### config.mk
export PLATFORM = sky130hd
export DESIGN_NAME = instr_fetch
export DESIGN_NICKNAME = d
export VERILOG_FILES = /design/src/rtl/instr_fetch.sv
export SDC_FILE = /design/constraint.sdc
export NUM_CORES = 1
export LEC_CHECK = 0
export BUFFER_PORTS_ARGS = -buffer_cell sky130_fd_sc_hd__buf_2
export CAP_MARGIN = 25
export CORE_ASPECT_RATIO = 1.25
export CORE_MARGIN = 5
export CORE_UTILIZATION = 45
export CTS_BUF_LIST = sky130_fd_sc_hd__clkbuf_8
export DETAILED_ROUTE_END_ITERATION = 8
export GPL_TIMING_DRIVEN = 0
export MAX_ROUTING_LAYER = met4
export PLACE_DENSITY = 0.76
export SLEW_MARGIN = 10
export SYNTH_ARGS = -nofsm -noshare
export SYNTH_HDL_FRONTEND = slang
export SYNTH_SLANG_ARGS = --single-unit
### constraint.sdc
create_clock -name i_clk -period 2.57 [get_ports i_clk]
set_input_delay 0.6425 -clock i_clk [delete_from_list [all_inputs] [get_ports i_clk]]
set_output_delay 0.6425 -clock i_clk [all_outputs]
set_load 0.02 [all_outputs]
### src/rtl/instr_fetch.sv
`timescale 1ns/1ps
// -----------------------------------------------------------------------------
// instr_fetch
//
// Fetch stage sitting directly behind the program counter. Issues one
// instruction-memory read at a time over a req/gnt/rvalid handshake and
// registers the returned word into the IF/ID register (valid/ready towards
// decode). The PC is allowed to advance only on the edge its address is
// granted, and a branch flush discards any in-flight or stale fetch.
//
// Optional feature (macro IFETCH_MISALIGN_CHECK_EN):
//   adds o_misalign; a PC with non-zero low bits is not sent to memory,
//   a NOP tagged with that PC is delivered instead and fetch stalls until
//   the next flush.
//
// Ports:
//   i_clk, i_rst_n     clock, asynchronous active-low reset
//   i_pc               current PC
//   o_pc_stall         0 = PC may load its next value this edge
//   i_flush            branch taken; PC loads the target on the same edge
//   o_imem_req/addr    memory read request and address
//   i_imem_gnt         request accepted this cycle
//   i_imem_rvalid/rdata read data return (one per grant)
//   o_instr_valid      IF/ID register holds a valid instruction
//   o_instr/o_instr_pc fetched instruction and its address
//   i_id_ready         decode accepts o_instr this edge
//   o_misalign         (optional) misaligned PC detected
// -----------------------------------------------------------------------------
module instr_fetch #(
   parameter int ADDR_W = 32,
   parameter int DATA_W = 32
) (
   input  logic              i_clk,
   input  logic              i_rst_n,
   input  logic [ADDR_W-1:0] i_pc,
   output logic              o_pc_stall,
   input  logic              i_flush,
   output logic              o_imem_req,
   output logic [ADDR_W-1:0] o_imem_addr,
   input  logic              i_imem_gnt,
   input  logic              i_imem_rvalid,
   input  logic [DATA_W-1:0] i_imem_rdata,
`ifdef IFETCH_MISALIGN_CHECK_EN
   output logic              o_misalign,
`endif
   output logic              o_instr_valid,
   output logic [DATA_W-1:0] o_instr,
   output logic [ADDR_W-1:0] o_instr_pc,
   input  logic              i_id_ready
);

   typedef enum logic [1:0] {ST_IDLE, ST_REQ, ST_WAIT, ST_HOLD} state_e;

   state_e            state_q, state_d;
   logic              discard_q, discard_d;
   logic [ADDR_W-1:0] pend_pc_q, pend_pc_d;
   logic              instr_valid_q, instr_valid_d;
   logic [DATA_W-1:0] instr_q, instr_d;
   logic [ADDR_W-1:0] instr_pc_q, instr_pc_d;
`ifdef IFETCH_MISALIGN_CHECK_EN
   localparam logic [DATA_W-1:0] NOP = DATA_W'(32'h0000_0013);
   logic              misalign_q, misalign_d;
`endif

   // The output register can take a new word if it is empty or its current
   // word is being consumed on this edge. A request is only issued when this
   // holds, so the single-entry register can never be overrun by a return.
   logic out_free;
   assign out_free = !instr_valid_q || i_id_ready;

   always_comb begin
      // NOTE: every signal driven here is given a default first, so no path
      // through the case leaves it unassigned and no latch is inferred.
      state_d       = state_q;
      discard_d     = discard_q;
      pend_pc_d     = pend_pc_q;
      instr_valid_d = instr_valid_q && !i_id_ready;
      instr_d       = instr_q;
      instr_pc_d    = instr_pc_q;
`ifdef IFETCH_MISALIGN_CHECK_EN
      misalign_d    = misalign_q;
`endif
      o_imem_req    = 1'b0;
      o_imem_addr   = '0;
      o_pc_stall    = 1'b1;

      unique case (state_q)
         ST_IDLE: state_d = ST_REQ;

         ST_REQ: begin
            o_imem_addr = i_pc;
`ifdef IFETCH_MISALIGN_CHECK_EN
            if (misalign_q || i_pc[1:0] != 2'b00) begin
               // Report once, then sit here with the PC stalled until a flush.
               if (!misalign_q && !i_flush) begin
                  if (out_free) begin
                     instr_valid_d = 1'b1;
                     instr_d       = NOP;
                     instr_pc_d    = i_pc;
                     misalign_d    = 1'b1;
                  end else begin
                     state_d = ST_HOLD;
                  end
               end
            end else
`endif
            // A flush empties the output register, so it also frees it.
            if (out_free || i_flush) begin
               o_imem_req = 1'b1;
               o_pc_stall = ~i_imem_gnt;
               if (i_imem_gnt) begin
                  pend_pc_d = i_pc;
                  // Granted on the flush edge: the word belongs to the old path.
                  discard_d = i_flush;
                  state_d   = ST_WAIT;
               end
            end else begin
               state_d = ST_HOLD;
            end
         end

         ST_WAIT: begin
            if (i_imem_rvalid) begin
               discard_d = 1'b0;
               state_d   = ST_REQ;
               if (!discard_q && !i_flush) begin
                  instr_valid_d = 1'b1;
                  instr_d       = i_imem_rdata;
                  instr_pc_d    = pend_pc_q;
               end
            end else if (i_flush) begin
               discard_d = 1'b1;
            end
         end

         ST_HOLD: begin
            if (i_id_ready || i_flush) state_d = ST_REQ;
         end
      endcase

      // Flush outranks everything above; IDLE keeps the PC stalled.
      if (i_flush) begin
         instr_valid_d = 1'b0;
`ifdef IFETCH_MISALIGN_CHECK_EN
         misalign_d    = 1'b0;
`endif
         if (state_q != ST_IDLE) o_pc_stall = 1'b0;
      end
   end

   always_ff @(posedge i_clk or negedge i_rst_n) begin
      if (!i_rst_n) begin
         state_q       <= ST_IDLE;
         discard_q     <= 1'b0;
         pend_pc_q     <= '0;
         instr_valid_q <= 1'b0;
         instr_q       <= '0;
         instr_pc_q    <= '0;
`ifdef IFETCH_MISALIGN_CHECK_EN
         misalign_q    <= 1'b0;
`endif
      end else begin
         // NOTE: state registers use non-blocking assignments so every flop
         // samples the pre-edge values computed by the combinational block.
         state_q       <= state_d;
         discard_q     <= discard_d;
         pend_pc_q     <= pend_pc_d;
         instr_valid_q <= instr_valid_d;
         instr_q       <= instr_d;
         instr_pc_q    <= instr_pc_d;
`ifdef IFETCH_MISALIGN_CHECK_EN
         misalign_q    <= misalign_d;
`endif
      end
   end

   assign o_instr_valid = instr_valid_q;
   assign o_instr       = instr_q;
   assign o_instr_pc    = instr_pc_q;
`ifdef IFETCH_MISALIGN_CHECK_EN
   assign o_misalign    = misalign_q;
`endif

endmodule

; Word level (Yosys, flattened, before mapping)
; Index checks and enable logic that the tools add are counted.
[classes]
bitwise_logic = 1
muxes = 21
n_eq_ne = 9
reduce_logical = 16
[ops]
columns = cell, n
row1 = 2-to-1 mux 32 bit, 1
row2 = 2-to-1 mux 1 bit, 14
row3 = AND reduction 3 bit, 3
row4 = 2-to-1 mux 2 bit, 4
row5 = inequality test 2 bit (second input constant), 4
row6 = case mux 2 bit (4 select lines), 1
row7 = inequality test 3 bit (second input constant), 2
row8 = equality test 2 bit (second input constant), 2
row9 = logical NOT 1 bit, 4
row10 = AND reduction 4 bit, 1
row11 = nonzero test 2 bit, 2
row12 = logical OR 1 bit, 3
row13 = equality test 2 x 1 -> 1 bit (second input constant), 1
row14 = logical AND 1 bit, 2
row15 = logical NOT 2 bit, 1
row16 = case mux 1 bit (2 select lines), 1
row17 = inverter 1 bit, 1
[word_totals]
inputBits = 70
reg_bits = 100
output_inout_bits = 99
elab_cells = 53

; Longest topological paths before layout
[logic_depth]
word_depth = 7
mapped_depth = 5

; Worst setup path after synthesis
; No wires, ideal clock.
[synth_path]
kind = input to output
start = input i_flush
end = output o_pc_stall
n_path_buf = 2
cell_stages = 5
setup_slack_ps = -42
arrival_ps = 1970
cell_sequence = or3b_4 and3_4 buf_6 buf_6 o21ai_0
[synth_via]
elab_chain_len = 5
[synth_lines]
columns = element, line
row1 = "start, declared", 37  ; input logic i_flush,
row2 = logical OR 1 bit, 108  ; if (out_free || i_flush) begin
row3 = 2-to-1 mux 1 bit, 108
row4 = 2-to-1 mux 1 bit, 87  ; unique case (state_q)
row5 = 2-to-1 mux 1 bit, 147  ; if (state_q != ST_IDLE) o_pc_stall = 1'b0;
row6 = 2-to-1 mux 1 bit (*), 142  ; if (i_flush) begin
row7 = "end, declared", 36  ; output logic o_pc_stall,
; Mark *: on every way between the ends. The rest lies on a longest branch, timed or not.

; Worst setup path in the final report
; Same ends and word-level chain as after synthesis.

==> results.tsv <==
stage	metric	value	unit
yosys	Syn Inst Count	262	
die	Std-Cell Rows	40	
timing	Slew @ Worst Pin	0.642	ns
placement	GP Congestion	0.738	
power	Final Total Pwr	7130	uW
die	DIE HEIGHT	120	microns
cts	cts bufs inserted	9	
die	die area	11700	sq um
yosys	synth warn	0	
cts	clock sink total	100	
run	Max Cap Violations	0	
cts	CTS tree	done	
die	Core Footprint	9510	sq um
critical_path	crit path max fanout	17	
layout	most frequent cells in the layout	167 x buf_2, 100 x dfrtp_1, 76 x mux2_4	
cts	Clock Latency Late Sink	0.36	ns
timing	Max Clk Rate	400	MHz
cts	Max clock buf depth	2	
routing	final WL	9.51	mm
yosys	synthesized area	4320	sq um
cts	CTS clk-pin slew, worst paths	0.10	ns
hold_path	Tightest Hold Check Type	input port to async pin	
power	Peak VDD IR	0.589	mV
placement	IO buf count	168	
critical_path	Worst setup SP type	input port	
grt	first-pass GRT wire length	15.4	mm
layout	Layout area overhead	28.7	%
yosys	Mapped Nets	332	
die	Die W	97.6	microns
grt	vias in the first global route	3038	
timing	final setup vio count	0	
grt	remaining global-route overflow	0	
critical_path	WP data arrival	1.86	ns
timing	total negative slack	0	ns
critical_path	Data required, critical path	1.93	ns
grt	initial antenna violation count	1	
die	Initial Util	0.454	
timing	fin crit share	0.973	
cts	postcts setup bufs	0	
routing	vias	2734	
die	Ports	169	
grt	largest net degree at the start of global routing	53	
routing	Antenna Nets Post-Route	0	
layout	final net count	511	
cts	CTS Root Cell	clkbuf_8	
cts	H-tree Lvls	3	
layout	fin util	0.585	
routing	Via density	4.77	
critical_path	CP endpoint kind	output pin	
yosys	Netlist cell types	22	
grt	GR Util All Layers	0.171	
layout	most common cell after layout, fill and taps aside	buf_2	
routing	initial DRC count	46	
timing	WHS	0.283	ns
routing	DR WL/cell	16.6	microns
timing	Worst Clk Skew	0.00873	ns
timing	final slew viol count	0	
critical_path	CP Class	input port to output pin	
timing	min Tclk post-route	2.50	ns
yosys	Seq/Total Area, Yosys	0.579	
timing	Slew headroom	0.572	
timing	final number of hold-violating endpoints	0	
timing	RSZ-0062 raised after global routing	false	
status	run status	completed	
placement	detailed placement HPWL	7.16	mm
yosys	Syn Area/Cell	16.5	sq um
routing	TritonRoute pass-1 iters	4	
routing	DRC Markers	0	
yosys	Seq cells post-synth	100	
power	leakage	0.00309	uW
layout	fraction of layout cells with a size suffix above 1	0.668	
power	Pwr Density	1280	nW/um^2
-- cell usage after synthesis, drive strengths merged --
master,count,area [sq um]
nand3b,1,7.51
nand2,2,7.51
and2,33,206
o21ai,3,15.0
dfrtp,100,2500
and2b,1,7.51
inv,2,7.51
clkbuf,3,11.3
nor3b,1,7.51
a21oi,1,5.00
and3,1,11.3
nand2b,1,6.26
o22ai,1,6.26
or3b,1,11.3
nor2,1,3.75
a32o,1,10.0
or3,2,12.5
mux2,96,1370
buf,11,114
-- worst paths after layout --
check	start	end	slack, ns	depth (start not counted)
setup reg to reg	state_q[1]$_DFFE_PN0P_	pend_pc_q[7]$_DFFE_PN0P_	0.73	5
hold reg to reg	pend_pc_q[1]$_DFFE_PN0P_	o_instr_pc[1]$_DFFE_PN0P_	0.51	1
max in group asynchronous	i_rst_n	pend_pc_q[7]$_DFFE_PN0P_	1.61	2
hold / removal	i_rst_n	o_instr[25]$_DFFE_PN0P_	0.28	1
min in group i_clk	i_imem_rdata[22]	o_instr[22]$_DFFE_PN0P_	0.50	2
setup / recovery	i_flush	o_pc_stall	0.07	6
-- worst max-delay path: stages --
cell	delay [ns]
buf_2	0.13
or3b_4	0.42
and3_4	0.19
buf_6	0.18
o21ai_2	0.14
buf_4	0.16
-- flip-flops by register name, indices dropped and copies added (netlist names) --
name           flops
o_instr_pc        32
o_instr           32
o_instr_valid      1
pend_pc_q         32
state_q            2
discard_q          1
-- repair_timing --
action,in CTS,in global routing
endpoints found under the setup margin,31,21
gates resized for setup,3,6
hold buffers,0,0
-- routing by layer --
metal	GRT usage	wire length [microns]
met1	0.196	3750
met2	0.288	5000
met4	0.0909	305
met5	-	0
met3	0.0267	461
-- cell type report --
class	instances	area [sq um]
antenna	1	2.50
buffer	13	118
clock buffer	9	124
clock inverter	7	85.1
fill	787	3950
inverter	2	7.51
multi-input combinational	146	1690
sequential	100	2500
tap	126	158
timing repair buffer	169	873
-- stage by stage --
step	instance area (sq um)	instances	setup slack (ns)
after floorplan	4320	262	0.114
after global placement	5320	556	-0.0987
after detailed placement	5350	557	-0.0651
after CTS	5550	572	0.00927
after global routing	5560	573	0.0269
final	5560	573	0.0693
-- report_power, final --
| part | switching, uW | internal [uW] |
|---|---|---|
| registers | 425 | 2330 |
| logic | 1680 | 1660 |
| clock network | 571 | 467 |
-- logic make-up after synthesis --
logic type / after synthesis / share of synthesized area
AOI/OAI and AO/OA: 6 / 0.00840
buffers and inverters: 16 / 0.0307
muxes: 96 / 0.316
and+or+nand+nor: 44 / 0.0652
DFF: 100 / 0.579
Note: power is estimated with default switching activity, not from simulation.
